File: config.mk
export PLATFORM = sky130hd
export DESIGN_NAME = lpc_host_io_flat
export DESIGN_NICKNAME = d
export VERILOG_FILES = /design/src/rtl/lpc_pkg.sv /design/src/rtl/lpc_host_io_if.sv /design/src/rtl/lpc_host_io.sv /design/src/flat_wrapper.sv
export SDC_FILE = /design/constraint.sdc
export NUM_CORES = 1
export LEC_CHECK = 0
export CAP_MARGIN = 20
export CORE_MARGIN = 2
export CORE_UTILIZATION = 46
export DETAILED_ROUTE_END_ITERATION = 10
export PLACE_DENSITY_LB_ADDON = 0.05
export SLEW_MARGIN = 40
export SYNTH_ARGS = -nofsm -noshare
export SYNTH_HDL_FRONTEND = slang
export SYNTH_SLANG_ARGS = --single-unit
File: constraint.sdc
create_clock -name lpc_clock -period 2.54 [get_ports lpc_clock]
set_input_delay 0.254 -clock lpc_clock [delete_from_list [all_inputs] [get_ports lpc_clock]]
set_output_delay 0.254 -clock lpc_clock [all_outputs]
set_load 0.005 [all_outputs]
File: src/rtl/lpc_pkg.sv
// -----------------------------------------------------------------------------
// lpc_pkg
// Shared LPC definitions for the host-side initiator and the LPC sniffer:
// FSM state encoding, cycle-type and SYNC nibble codes, completion status
// codes, default timing limits and the address nibble serializer.
// -----------------------------------------------------------------------------
package lpc_pkg;

  typedef enum logic [3:0] {
    ST_IDLE,
    ST_START,
    ST_CYCTYPE,
    ST_ADDR,
    ST_WDATA,
    ST_TAR_H,
    ST_SYNC,
    ST_RDATA,
    ST_TAR_P,
    ST_ABORT,
    ST_RESP
  } lpc_state_e;

  // Cycle type / direction nibble driven after START.
  localparam logic [3:0] CYC_IO_READ  = 4'b0000;
  localparam logic [3:0] CYC_IO_WRITE = 4'b0010;

  // Peripheral SYNC codes.
  localparam logic [3:0] SYNC_READY      = 4'b0000;
  localparam logic [3:0] SYNC_SHORT_WAIT = 4'b0101;
  localparam logic [3:0] SYNC_LONG_WAIT  = 4'b0110;
  localparam logic [3:0] SYNC_ERROR      = 4'b1010;
  localparam logic [3:0] SYNC_NONE       = 4'b1111;

  typedef enum logic [1:0] {
    STAT_OK         = 2'd0,
    STAT_TIMEOUT    = 2'd1,
    STAT_SYNC_ERR   = 2'd2,
    STAT_WAIT_LIMIT = 2'd3
  } lpc_status_e;

  localparam int DEF_SYNC_TIMEOUT = 3;
  localparam int DEF_WAIT_LIMIT   = 255;

  // Address nibbles go out MSB first: idx 0 -> addr[15:12].
  function automatic logic [3:0] addr_nibble(input logic [15:0] addr,
                                             input logic [1:0]  idx);
    logic [3:0] nib;
    case (idx)
      2'd0:    nib = addr[15:12];
      2'd1:    nib = addr[11:8];
      2'd2:    nib = addr[7:4];
      default: nib = addr[3:0];
    endcase
    return nib;
  endfunction

endpackage

File: src/rtl/lpc_host_io_if.sv
// -----------------------------------------------------------------------------
// lpc_host_io_if
// Bundles the request/response handshake and the LPC pin-side signals of the
// host initiator.
//   slave  : the lpc_host_io block (accepts requests, drives LFRAME#/LAD).
//   master : the requester / bus environment.
// Signals: req_valid/req_ready/req_write/req_addr/req_wdata (request),
//          resp_valid/resp_rdata/resp_status (completion),
//          lpc_frame/lpc_ad_out/lpc_ad_oe (host drive), lpc_ad_in (sampled LAD).
// -----------------------------------------------------------------------------
interface lpc_host_io_if;
  logic        req_valid;
  logic        req_ready;
  logic        req_write;
  logic [15:0] req_addr;
  logic [7:0]  req_wdata;
  logic        resp_valid;
  logic [7:0]  resp_rdata;
  logic [1:0]  resp_status;
  logic        lpc_frame;
  logic [3:0]  lpc_ad_out;
  logic        lpc_ad_oe;
  logic [3:0]  lpc_ad_in;

  modport slave (
    input  req_valid, req_write, req_addr, req_wdata, lpc_ad_in,
    output req_ready, resp_valid, resp_rdata, resp_status,
           lpc_frame, lpc_ad_out, lpc_ad_oe
  );

  modport master (
    output req_valid, req_write, req_addr, req_wdata, lpc_ad_in,
    input  req_ready, resp_valid, resp_rdata, resp_status,
           lpc_frame, lpc_ad_out, lpc_ad_oe
  );
endinterface

File: src/rtl/lpc_host_io.sv
// -----------------------------------------------------------------------------
// lpc_host_io
// LPC host initiator: runs one I/O read or I/O write cycle per accepted
// request and reports a one-cycle completion with status and read data.
// Ports:
//   lpc_clock : LCLK, all logic on the rising edge.
//   lpc_reset : asynchronous active-low reset.
//   bus       : lpc_host_io_if.slave (request, response and LAD/LFRAME# pins).
// All pin and response outputs are registered; each is decoded from the
// next state so it lines up with the state it belongs to.
// -----------------------------------------------------------------------------
module lpc_host_io
  import lpc_pkg::*;
#(
  parameter int SYNC_TIMEOUT = DEF_SYNC_TIMEOUT,
  parameter int WAIT_LIMIT   = DEF_WAIT_LIMIT
) (
  input  logic          lpc_clock,
  input  logic          lpc_reset,
  lpc_host_io_if.slave  bus
);

  localparam logic [7:0] TIMEOUT_CNT = 8'(SYNC_TIMEOUT);
  localparam logic [7:0] WAIT_CNT    = 8'(WAIT_LIMIT);

  lpc_state_e  state_q, state_d;
  logic [2:0]  cnt_q, cnt_d;           // phase counter inside multi-clock states
  logic [7:0]  wait_cnt_q, wait_cnt_d; // consecutive wait SYNCs
  logic [7:0]  nr_cnt_q, nr_cnt_d;     // consecutive 1111 SYNCs
  lpc_status_e status_q, status_d;
  logic [7:0]  rdata_q, rdata_d;
  logic        write_q, write_d;
  logic [15:0] addr_q, addr_d;
  logic [7:0]  wdata_q, wdata_d;

  logic        frame_q, frame_d;
  logic        oe_q, oe_d;
  logic [3:0]  ad_q, ad_d;
  logic        ready_q, ready_d;
  logic        resp_valid_q, resp_valid_d;
  logic [7:0]  resp_rdata_q, resp_rdata_d;
  logic [1:0]  resp_status_q, resp_status_d;

  always_comb begin
    // NOTE: every variable gets a default before the case so no path can
    // leave it unassigned, which would otherwise infer a latch.
    state_d    = state_q;
    cnt_d      = cnt_q;
    wait_cnt_d = wait_cnt_q;
    nr_cnt_d   = nr_cnt_q;
    status_d   = status_q;
    rdata_d    = rdata_q;
    write_d    = write_q;
    addr_d     = addr_q;
    wdata_d    = wdata_q;

    unique case (state_q)
      ST_IDLE: begin
        if (bus.req_valid && ready_q) begin
          write_d    = bus.req_write;
          addr_d     = bus.req_addr;
          wdata_d    = bus.req_wdata;
          status_d   = STAT_OK;
          rdata_d    = 8'h00;
          wait_cnt_d = 8'h00;
          nr_cnt_d   = 8'h00;
          cnt_d      = 3'd0;
          state_d    = ST_START;
        end
      end
      ST_START:   state_d = ST_CYCTYPE;
      ST_CYCTYPE: begin
        cnt_d   = 3'd0;
        state_d = ST_ADDR;
      end
      ST_ADDR: begin
        if (cnt_q == 3'd3) begin
          cnt_d   = 3'd0;
          state_d = write_q ? ST_WDATA : ST_TAR_H;
        end else begin
          cnt_d = cnt_q + 3'd1;
        end
      end
      ST_WDATA: begin
        if (cnt_q == 3'd1) begin
          cnt_d   = 3'd0;
          state_d = ST_TAR_H;
        end else begin
          cnt_d = cnt_q + 3'd1;
        end
      end
      ST_TAR_H: begin
        if (cnt_q == 3'd1) begin
          cnt_d   = 3'd0;
          state_d = ST_SYNC;
        end else begin
          cnt_d = cnt_q + 3'd1;
        end
      end
      ST_SYNC: begin
        // Each counter only tracks an unbroken run of its own code.
        wait_cnt_d = 8'h00;
        nr_cnt_d   = 8'h00;
        cnt_d      = 3'd0;
        if (bus.lpc_ad_in == SYNC_READY || bus.lpc_ad_in == SYNC_ERROR) begin
          // An error SYNC still runs the normal data/turnaround phases.
          if (bus.lpc_ad_in == SYNC_ERROR) status_d = STAT_SYNC_ERR;
          state_d = write_q ? ST_TAR_P : ST_RDATA;
        end else if (bus.lpc_ad_in == SYNC_SHORT_WAIT ||
                     bus.lpc_ad_in == SYNC_LONG_WAIT) begin
          wait_cnt_d = wait_cnt_q + 8'd1;
          if (wait_cnt_d == WAIT_CNT) begin
            status_d = STAT_WAIT_LIMIT;
            state_d  = ST_ABORT;
          end
        end else if (bus.lpc_ad_in == SYNC_NONE) begin
          nr_cnt_d = nr_cnt_q + 8'd1;
          if (nr_cnt_d == TIMEOUT_CNT) begin
            status_d = STAT_TIMEOUT;
            state_d  = ST_ABORT;
          end
        end else begin
          status_d = STAT_SYNC_ERR;
          state_d  = ST_ABORT;
        end
      end
      ST_RDATA: begin
        if (cnt_q == 3'd0) begin
          rdata_d[3:0] = bus.lpc_ad_in;
          cnt_d        = 3'd1;
        end else begin
          rdata_d[7:4] = bus.lpc_ad_in;
          cnt_d        = 3'd0;
          state_d      = ST_TAR_P;
        end
      end
      ST_TAR_P: begin
        if (cnt_q == 3'd1) begin
          cnt_d   = 3'd0;
          state_d = ST_RESP;
        end else begin
          cnt_d = cnt_q + 3'd1;
        end
      end
      ST_ABORT: begin
        // Clocks 0..3 hold LFRAME# low, clock 4 releases it.
        if (cnt_q == 3'd4) begin
          cnt_d   = 3'd0;
          state_d = ST_RESP;
        end else begin
          cnt_d = cnt_q + 3'd1;
        end
      end
      ST_RESP: state_d = ST_IDLE;
      default: state_d = ST_IDLE;
    endcase

    // Output decode from the next state, registered below.
    frame_d       = 1'b1;
    oe_d          = 1'b0;
    ad_d          = SYNC_NONE;
    ready_d       = 1'b0;
    resp_valid_d  = 1'b0;
    resp_rdata_d  = 8'h00;
    resp_status_d = 2'd0;
    unique case (state_d)
      ST_IDLE:    ready_d = 1'b1;
      ST_START: begin
        frame_d = 1'b0;
        oe_d    = 1'b1;
        ad_d    = 4'b0000;
      end
      ST_CYCTYPE: begin
        oe_d = 1'b1;
        ad_d = write_d ? CYC_IO_WRITE : CYC_IO_READ;
      end
      ST_ADDR: begin
        oe_d = 1'b1;
        ad_d = addr_nibble(addr_d, cnt_d[1:0]);
      end
      ST_WDATA: begin
        oe_d = 1'b1;
        ad_d = cnt_d[0] ? wdata_d[7:4] : wdata_d[3:0];
      end
      // Drive 1111 for one clock, then release LAD to the peripheral.
      ST_TAR_H:   oe_d = (cnt_d == 3'd0);
      ST_ABORT: begin
        oe_d    = 1'b1;
        frame_d = (cnt_d == 3'd4);
      end
      ST_RESP: begin
        resp_valid_d  = 1'b1;
        resp_status_d = status_d;
        resp_rdata_d  = (status_d == STAT_OK && !write_d) ? rdata_d : 8'h00;
      end
      default: ;
    endcase
  end

  // NOTE: state flops use non-blocking assignments so every flop samples the
  // pre-edge values, independent of statement order.
  always_ff @(posedge lpc_clock or negedge lpc_reset) begin
    if (!lpc_reset) begin
      state_q       <= ST_IDLE;
      cnt_q         <= 3'd0;
      wait_cnt_q    <= 8'h00;
      nr_cnt_q      <= 8'h00;
      status_q      <= STAT_OK;
      rdata_q       <= 8'h00;
      write_q       <= 1'b0;
      addr_q        <= 16'h0000;
      wdata_q       <= 8'h00;
      frame_q       <= 1'b1;
      oe_q          <= 1'b0;
      ad_q          <= SYNC_NONE;
      ready_q       <= 1'b0;
      resp_valid_q  <= 1'b0;
      resp_rdata_q  <= 8'h00;
      resp_status_q <= 2'd0;
    end else begin
      state_q       <= state_d;
      cnt_q         <= cnt_d;
      wait_cnt_q    <= wait_cnt_d;
      nr_cnt_q      <= nr_cnt_d;
      status_q      <= status_d;
      rdata_q       <= rdata_d;
      write_q       <= write_d;
      addr_q        <= addr_d;
      wdata_q       <= wdata_d;
      frame_q       <= frame_d;
      oe_q          <= oe_d;
      ad_q          <= ad_d;
      ready_q       <= ready_d;
      resp_valid_q  <= resp_valid_d;
      resp_rdata_q  <= resp_rdata_d;
      resp_status_q <= resp_status_d;
    end
  end

  assign bus.lpc_frame   = frame_q;
  assign bus.lpc_ad_oe   = oe_q;
  assign bus.lpc_ad_out  = ad_q;
  assign bus.req_ready   = ready_q;
  assign bus.resp_valid  = resp_valid_q;
  assign bus.resp_rdata  = resp_rdata_q;
  assign bus.resp_status = resp_status_q;

endmodule
File: src/flat_wrapper.sv
// flat-port wrapper written by rule: the top's interface ports become plain ports
module lpc_host_io_flat import lpc_pkg::*;
#(
  parameter int SYNC_TIMEOUT = DEF_SYNC_TIMEOUT,
  parameter int WAIT_LIMIT   = DEF_WAIT_LIMIT
)
  (lpc_clock, lpc_reset, bus_req_valid, bus_req_write, bus_req_addr, bus_req_wdata, bus_lpc_ad_in, bus_req_ready, bus_resp_valid, bus_resp_rdata, bus_resp_status, bus_lpc_frame, bus_lpc_ad_out, bus_lpc_ad_oe);
  lpc_host_io_if bus_i ();
  input  logic lpc_clock;
  input  logic lpc_reset;
  input wire logic [$bits(bus_i.req_valid)-1:0] bus_req_valid;
  input wire logic [$bits(bus_i.req_write)-1:0] bus_req_write;
  input wire logic [$bits(bus_i.req_addr)-1:0] bus_req_addr;
  input wire logic [$bits(bus_i.req_wdata)-1:0] bus_req_wdata;
  input wire logic [$bits(bus_i.lpc_ad_in)-1:0] bus_lpc_ad_in;
  output wire logic [$bits(bus_i.req_ready)-1:0] bus_req_ready;
  output wire logic [$bits(bus_i.resp_valid)-1:0] bus_resp_valid;
  output wire logic [$bits(bus_i.resp_rdata)-1:0] bus_resp_rdata;
  output wire logic [$bits(bus_i.resp_status)-1:0] bus_resp_status;
  output wire logic [$bits(bus_i.lpc_frame)-1:0] bus_lpc_frame;
  output wire logic [$bits(bus_i.lpc_ad_out)-1:0] bus_lpc_ad_out;
  output wire logic [$bits(bus_i.lpc_ad_oe)-1:0] bus_lpc_ad_oe;
  assign bus_i.req_valid = bus_req_valid;
  assign bus_i.req_write = bus_req_write;
  assign bus_i.req_addr = bus_req_addr;
  assign bus_i.req_wdata = bus_req_wdata;
  assign bus_i.lpc_ad_in = bus_lpc_ad_in;
  assign bus_req_ready = bus_i.req_ready;
  assign bus_resp_valid = bus_i.resp_valid;
  assign bus_resp_rdata = bus_i.resp_rdata;
  assign bus_resp_status = bus_i.resp_status;
  assign bus_lpc_frame = bus_i.lpc_frame;
  assign bus_lpc_ad_out = bus_i.lpc_ad_out;
  assign bus_lpc_ad_oe = bus_i.lpc_ad_oe;
  lpc_host_io #(.SYNC_TIMEOUT(SYNC_TIMEOUT), .WAIT_LIMIT(WAIT_LIMIT)) u_core (.lpc_clock(lpc_clock), .lpc_reset(lpc_reset), .bus(bus_i));
endmodule
; ---- Word-level counts from Yosys, hierarchy flattened
; Index checks and enable logic that the tools add are counted.
[word_totals]
register_bits = 76
input_bits = 32
elab_cells = 123
[classes]
n_addsub = 3
eq_ne = 29
muxes = 58
reduce_logical = 17
[ops]
columns = cell, n
row1 = two-way mux 8 bit, 11
row2 = two-way mux 4 bit, 16
row3 = case mux 8 bit (2 select lines), 3
row4 = case mux 4 bit (10 select lines), 1
row5 = == test 4 x 3 -> 1 bit (second input constant), 8
row6 = two-way mux 16 bit, 2
row7 = == test 4 bit (second input constant), 6
row8 = two-way mux 2 bit, 9
row9 = case mux 3 bit (6 select lines), 1
row10 = adder 8 x 1 -> 8 bit (second input constant), 2
row11 = == test 4 x 2 -> 1 bit (second input constant), 4
row12 = case mux 4 bit (4 select lines), 1
row13 = zero test 4 bit, 3
row14 = two-way mux 3 bit, 4
row15 = case mux 4 bit (3 select lines), 1
row16 = == test 4 x 1 -> 1 bit (second input constant), 2
row17 = == test 8 x 2 -> 1 bit (second input constant), 1
row18 = == test 8 bit (second input constant), 1
row19 = == test 3 bit (second input constant), 2
row20 = zero test 3 bit, 2
row21 = two-way mux 1 bit, 6
row22 = OR reduction 5 bit, 1
row23 = zero test 2 bit, 2
row24 = case mux 1 bit (2 select lines), 2
row25 = 14 further kinds, 16

; ---- Depth between registers and ports, before layout
; Gate-level depths: netlist (run 1).
[depth]
word_depth = 11
depth_mapped = 10

; ---- Worst setup path after synthesis (run 1)
; OpenSTA, ideal clock, no wires.
[synth_path]
path_type = reg-to-reg
startpoint = register u_core.nr_cnt_q[0]
endpoint = register u_core.oe_q, in the netlist u_core.bus.lpc_ad_oe
setup_time_ns = 0.092
arrival_ns = 2.287
path_slack_ns = 0.161
stages_incl_launch_ff = 9
n_path_buf = 0
path_cell_list = dfrtp_1 > ha_1 > and4_4 > a211o_1 > a2111oi_4 > o22ai_2 > o31a_1 > o311a_1 > o31ai_2
[synth_via]
elab_chain_len = 10
[synth_rtl]
columns = item, line
row1 = from (decl), lpc_host_io.sv:29  ; logic [7:0] nr_cnt_q, nr_cnt_d;
row2 = from (signal assigned), lpc_host_io.sv:224  ; nr_cnt_q <= nr_cnt_d;
row3 = adder 8 x 1 -> 8 bit (*), lpc_host_io.sv:117  ; nr_cnt_d = nr_cnt_q + 8'd1;
row4 = == test 8 x 2 -> 1 bit (*), lpc_host_io.sv:118  ; if (nr_cnt_d == TIMEOUT_CNT) begin
row5 = two-way mux 4 bit (*), lpc_host_io.sv:118
row6 = two-way mux 4 bit (*), lpc_host_io.sv:116  ; end else if (bus.lpc_ad_in == SYNC_NONE) begin
row7 = two-way mux 4 bit (*), lpc_host_io.sv:109  ; end else if (bus.lpc_ad_in == SYNC_SHORT_WAIT ||
row8 = two-way mux 4 bit (*), lpc_host_io.sv:105  ; if (bus.lpc_ad_in == SYNC_READY || bus.lpc_ad_in == SYNC_ERROR) begin
row9 = case mux 4 bit (10 select lines) (*), lpc_host_io.sv:57  ; unique case (state_q)
row10 = named net u_core.state_d[2], lpc_host_io.sv:26  ; lpc_state_e state_q, state_d;
row11 = "== test 4 bit, or another cell as far along", lpc_host_io.sv:166  ; unique case (state_d)
row12 = OR reduction 5 bit (no line), -
row13 = case mux 1 bit (2 select lines) (*), lpc_host_io.sv:166
row14 = named net u_core.oe_d, lpc_host_io.sv:37  ; logic oe_q, oe_d;
row15 = to (signal assigned), lpc_host_io.sv:214  ; oe_q <= 1'b0;
row16 = to (signal assigned), lpc_host_io.sv:231  ; oe_q <= oe_d;
row17 = to (decl), lpc_host_io.sv:37
; The timed path passes the listed nets; every way through them passes the cells marked *.
; A chain may end at the register's enable or synchronous reset.

; ---- Final worst setup path (run 1)
; Same ends and word-level chain as after synthesis.

==> results of run 1 <==
==> repair_timing <==
item | CTS | global route
resized for setup | 0 | 17
hold buffers | 1 | 0
buffers inserted | 0 | 5
endpoints found under the setup margin | 0 | 14
hold endpoints to repair | 71 | 0
==> registers in the layout, indices dropped and copies added, names as in the netlist <==
| signal | cells |
|---|---|
| u_core.addr_q | 16 |
| u_core.bus.resp_status | 2 |
| u_core.bus.resp_valid | 1 |
| u_core.bus.lpc_frame | 1 |
| u_core.nr_cnt_q | 8 |
| u_core.wait_cnt_q | 8 |
| u_core.bus.lpc_ad_oe | 1 |
| u_core.rdata_q | 8 |
| u_core.cnt_q | 3 |
| u_core.bus.resp_rdata | 8 |
| u_core.wdata_q | 8 |
| u_core.bus.req_ready | 1 |
| u_core.status_q | 2 |
| u_core.bus.lpc_ad_out | 4 |
| u_core.write_q | 1 |
| u_core.state_q | 4 |
==> cells in the final DEF, fill, tap and decap left out, drive strengths merged, types with 9 or more instances in the layout <==
master and count:
o21ai 32, buf 38, clkbuf 12, dfrtp 71, nor2b 15, nand3 15
nor2 23, nand2b 9, clkdlybuf4s50 48, ha 9, nand2 99, inv 11
==> layer usage <==
layer	GRT usage [%]	part of all wire [%]
met4	8.23	2.0
met1	29.8	48
met3	4.39	4.7
met2	31.0	45
met5	0	0
==> cell type report <==
| cell class | count | area [µm²] |
|---|---|---|
| clock buffer | 12 | 145 |
| clock inverter | 4 | 25.0 |
| multi-input combinational | 325 | 2040 |
| inverter | 11 | 41.3 |
| tap | 108 | 135 |
| timing repair buffer | 87 | 817 |
| sequential | 76 | 1910 |
| fill | 803 | 3520 |
==> kinds of logic after synthesis <==
logic type	Yosys count
buf+inv	32
mux	13
compound gates	92
simple gates	203
fa+ha+maj	9
xor+xnor	8
flops	76
==> power by group through the flow <==
stage | clock network, µW | registers (µW) | logic, µW
after floorplan | 0 | 1610 | 1030
after global placement | 0 | 1650 | 1580
after detailed placement | 0 | 1640 | 1590
after CTS | 854 | 1620 | 1600
after global routing | 898 | 1650 | 1830
final | 815 | 1620 | 1660
==> worst paths after layout <==
path                                                start                                  to  slack [ps]  cells past startpoint
max in group asynchronous                       lpc_reset  u_core.bus.lpc_ad_out[1]$_DFF_PN1_        1440                      3
min in group asynchronous                       lpc_reset      u_core.nr_cnt_q[4]$_DFFE_PN0P_         500                      2
min                                      bus_req_wdata[2]         u_core.wdata_q[2]$_DFF_PN0_         450                      3
max reg2reg                u_core.nr_cnt_q[0]$_DFFE_PN0P_      u_core.bus.lpc_ad_oe$_DFF_PN0_         130                      8
max                        u_core.nr_cnt_q[0]$_DFFE_PN0P_      u_core.bus.lpc_ad_oe$_DFF_PN0_         130                      8
min reg2reg                   u_core.addr_q[10]$_DFF_PN0_         u_core.addr_q[10]$_DFF_PN0_         470                      2
==> metrics by stage <==
step / hold WS (ps) / area (µm²) / power, µW / std cells / setup slack [ps]
after global placement: 454 / 4830 / 3220 / 601 / 42.8
after detailed placement: 335 / 4840 / 3230 / 601 / 28.1
after CTS: 435 / 5020 / 4080 / 618 / 5.89
after floorplan: -41.6 / 4040 / 2630 / 433 / 161
final: 452 / 5120 / 4100 / 623 / 129
after global routing: 457 / 5120 / 4380 / 623 / 10.3
==> critical path, delay by kind of cell (launching register included) <==
family	cells	cell delay [ps]
compound gates	6	1580
fa+ha+maj	1	210
flops	1	380
simple gates	1	160
==> flow_summary.toml, run 1 <==
[grt]
grt_max_degree = 77
grt_overflow = 0
grt_pass1_vias = 3291
antenna_found_initial = 0
grt_pass1_wl_um = 16100
track_usage_pct = 20.8

[sta]
slew_viol_final = 0
fmax_ghz = 0.415
fin_tns_setup_ps = 0
finalSetupViolCount = 0
min_period_over_period_pct = 94.9
max_slew_margin_pct = 54.8
skew_ps = 8.78
period_needed_ps = 2410
worst_slew_pin_slew_ps = 678
hold_viol_final = 0
rsz0062_at_grt = "no"

[drt]
drc_errors = 0
postRouteAntennaNets = 0
dr.first_iter.drc_count = 162
avgRoutedWirePerCell_um = 15.3
viasPerCell = 5.45
via_count = 3396
postRouteWirelength_um = 9510
dr.pass1.iters = 4

[finish]
diodes = 0
drive_gt1_share_pct = 17.5
syn_to_final_growth_pct = 26.7
nets = 551
post-route-util_pct = 59.3

[setup_path]
path_cells = "ha_1 > and4_4 > a211o_1 > a2111oi_4 > o22ai_2 > o31a_1 > o311a_1 > o31ai_2"
cp_max_fo = 4
endpoint_kind = "flop"
worst-setup-path-type = "reg -> reg"
cp.arrival_ps = 2670
slowest_stage = "a2111oi_4"
cp-start-kind = "flop"
cp_slowest_stage_delay_ps = 400
worstPathRequired_ps = 2800

[clock_network]
cts_tree = "yes"
cts-buffers-inserted = 9
cts_buffer_depth = 2
cts_sinks = 76
cts_root_buffer = "clkbuf_8"
h-tree-depth = 3
clk_pin_slew_worst_paths_ps = 80
insertion_delay_ps = 350

[synthesis]
synth_xor_area_share_pct = 1.73
ys_top_cells_by_count = "nand2_1, dfrtp_1, o21ai_0"
synth_top_family_by_area = "simple AND/OR/NAND/NOR gates"
synth-async-reset-ratio_pct = 100
synthCells = 433
yosysMostFrequentCell = "nand2_1"
ys_warn_count = 0
synthAdderAreaFrac_pct = 2.79
synth.area.top_cells = "dfrtp_1, nand2_1, o21ai_0"
synth-seq-cells = 76
netlist_area_um2 = 4040
yosysTopAreaCell = "dfrtp_1"
synth_mux_area_share_pct = 3.47
synth_edf_count = 0
synth_flop_cell = "dfrtp_1"
synth_compound_area_share_pct = 16.5
synth_nets = 474
syn_avg_cell_area_um2 = 9.33
ys_types = 65
post-synth-top-area-fraction_pct = 44.0
synth-simple-area-share_pct = 24.5
yosysSeqAreaShare_pct = 47.2

[power_and_ir_drop]
intPower_uw = 2670
p_seq_share_pct = 39.6
p_leak_uw = 0.00233
p_sw_share_pct = 34.9
cellPowerDensity_nw_per_um2 = 801
ir_drop_uv = 496
comb_power_share_pct = 40.5
switchingPower_uw = 1430
clkPwrFrac_pct = 19.9

[floorplan]
fp.dieH_um = 97.7
fp.dieW_um = 97.7
num_rows = 34
ios = 50
dieArea_um2 = 9550
coreArea_um2 = 8640
start_util_pct = 46.8

[hold_path]
hp-class = "in -> reg"

[flow_run]
drv_cap = 0

[place]
post-dp-hpwl_um = 6660
gp_congestion = 0.930
io_buffers = 49

[status]
status = "completed"
(Power assumes the default switching activity.)
==> inputs of run 2 (changes only) <==
--- a/config.mk
+++ b/config.mk
@@ -10,6 +10,7 @@
 export CORE_UTILIZATION = 46
 export DETAILED_ROUTE_END_ITERATION = 10
 export PLACE_DENSITY_LB_ADDON = 0.05
+export RECOVER_POWER = 50
 export SLEW_MARGIN = 40
 export SYNTH_ARGS = -nofsm -noshare
 export SYNTH_HDL_FRONTEND = slang
==> run 2 against run 1 <==
Net effect:
- via count unchanged
- critical path type unchanged
- largest power group unchanged
- worst setup slack unchanged
- fmax unchanged
- critical path depth is the same
- final cell count is the same
==> flow_summary.toml, run 2 (synthesized netlist as in run 1, its figures left out) <==
[status]
status = "completed"

[finish]
post-route-util_pct = 59.3
drive_gt1_share_pct = 17.5
nets = 551
syn_to_final_growth_pct = 26.7
ff_latch_area_um2 = 1910
multiInputGateArea_um2 = 2040
final_cell_mix = "nand2_1, dfrtp_1, clkdlybuf4s50_1, buf_4, o21ai_0"
largest_reg_flops = 16
mostFrequentLayoutCell = "nand2_1"
fillers = 803
top_register = "u_core.addr_q"
diodes = 0

[floorplan]
num_rows = 34
fp.dieW_um = 97.7
ios = 50
dieArea_um2 = 9550
fp.dieH_um = 97.7
coreArea_um2 = 8640
start_util_pct = 46.8

[grt]
grt_pass1_wl_um = 16100
grt_pass1_vias = 3291
track_usage_pct = 20.8
grt_max_degree = 77
antenna_found_initial = 0
grt_overflow = 0

[setup_path]
worstPathRequired_ps = 2800
cp_slowest_stage_delay_ps = 400
cp.arrival_ps = 2670
cp_max_fo = 4
path_cells = "ha_1 > and4_4 > a211o_1 > a2111oi_4 > o22ai_2 > o31a_1 > o311a_1 > o31ai_2"
cp-start-kind = "flop"
rr_worst_depth = 8
crit_buf_inv = 0
crit_family = "compound AO/OA/AOI/OAI gates"
worstSetupPathDepth = 8
worst-setup-path-type = "reg -> reg"
endpoint_kind = "flop"
slowest_stage = "a2111oi_4"

[place]
post-dp-hpwl_um = 6660
io_buffers = 49
gp_congestion = 0.930

[clock_network]
cts-buffers-inserted = 9
cts_sinks = 76
cts_buffer_depth = 2
cts_root_buffer = "clkbuf_8"
clk_pin_slew_worst_paths_ps = 80
h-tree-depth = 3
cts_tree = "yes"
insertion_delay_ps = 350

[power_and_ir_drop]
p_leak_uw = 0.00236
ir_drop_uv = 496
cellPowerDensity_nw_per_um2 = 801
total_power_uw = 4100

[drt]
via_count = 3396
met3WireLength_um = 451
met1_length_um = 4580
drc_errors = 0
highest_layer = "met4"
postRouteWirelength_um = 9510
dr.first_iter.drc_count = 162
viasPerCell = 5.45
dr.pass1.iters = 4
wl_met2_um = 4290
postRouteAntennaNets = 0
avgRoutedWirePerCell_um = 15.3

[flow_run]
drv_cap = 0

[sta]
slew_viol_final = 0
hold_viol_final = 0
max_slew_margin_pct = 54.9
fin_tns_setup_ps = 0
finalSetupViolCount = 0
finalHoldWorstSlack_ps = 452
skew_ps = 8.78
rsz0062_at_grt = "no"
min_period_over_period_pct = 94.9
period_needed_ps = 2410
worst_slew_pin_slew_ps = 677
fmax_ghz = 0.415

[hold_path]
hold_depth = 3
hp-class = "in -> reg"
## run 2: changes by cell type in the layout (fill, tap and decap cells not counted)
cell	delta
clkbuf_4	+1
dlygate4sd3_1	+9
clkdlybuf4s50_1	-9
buf_4	-1
## run 2: routing by layer
metal,track usage [%],vias to the layer above
met1,29.8,1602
li1,-,1683
met3,4.39,18
met5,0,-
met2,31.0,93
met4,8.23,0
## run 2: area by class of cell
cell class / instances / area share (%)
clock buffer: 12 / 2.83
clock inverter: 4 / 0.489
inverter: 11 / 0.806
multi-input combinational: 325 / 39.9
sequential: 76 / 37.4
tap: 108 / 2.64
timing repair buffer: 87 / 16.0
## run 2: final timing paths
| path | slack, ps | start | end |
|---|---|---|---|
| min in group asynchronous | 500 | lpc_reset | u_core.nr_cnt_q[4]$_DFFE_PN0P_ |
| worst min register to register | 470 | u_core.addr_q[10]$_DFF_PN0_ | u_core.addr_q[10]$_DFF_PN0_ |
| worst max-delay path | 130 | u_core.nr_cnt_q[0]$_DFFE_PN0P_ | u_core.bus.lpc_ad_oe$_DFF_PN0_ |
| max in group asynchronous | 1390 | lpc_reset | u_core.bus.lpc_ad_out[1]$_DFF_PN1_ |
| worst max register to register | 130 | u_core.nr_cnt_q[0]$_DFFE_PN0P_ | u_core.bus.lpc_ad_oe$_DFF_PN0_ |
| worst min-delay path | 450 | bus_req_wdata[2] | u_core.wdata_q[2]$_DFF_PN0_ |
## run 2: worst reg2reg max path: stages (launching register included)
cell and delay [ps]:
dfrtp_1 380, ha_1 210, and4_4 160, a211o_1 280
a2111oi_4 400, o22ai_2 200, o31a_1 370, o311a_1 150
o31ai_2 180
## run 2: timing repair
item | CTS | global route
setup buffers | 0 | 5
resized for setup | 0 | 17
setup endpoints to repair | 0 | 14
hold buffers | 1 | 0
hold endpoints to repair | 71 | 0
## run 2: stage by stage
stage               worst slack, ps  cell area, µm²  instances
floorplan                       161            4040        433
global placement               42.8            4830        601
detailed placement             28.1            4840        601
CTS                            5.89            5020        618
global route                   10.3            5120        623
finish                          129            5120        623
## run 2: where the power goes
group,total (µW),internal [µW],switching (µW)
sequential,1620,1500,127
clock,815,379,436
combinational,1660,792,869
total,4100,2670,1430
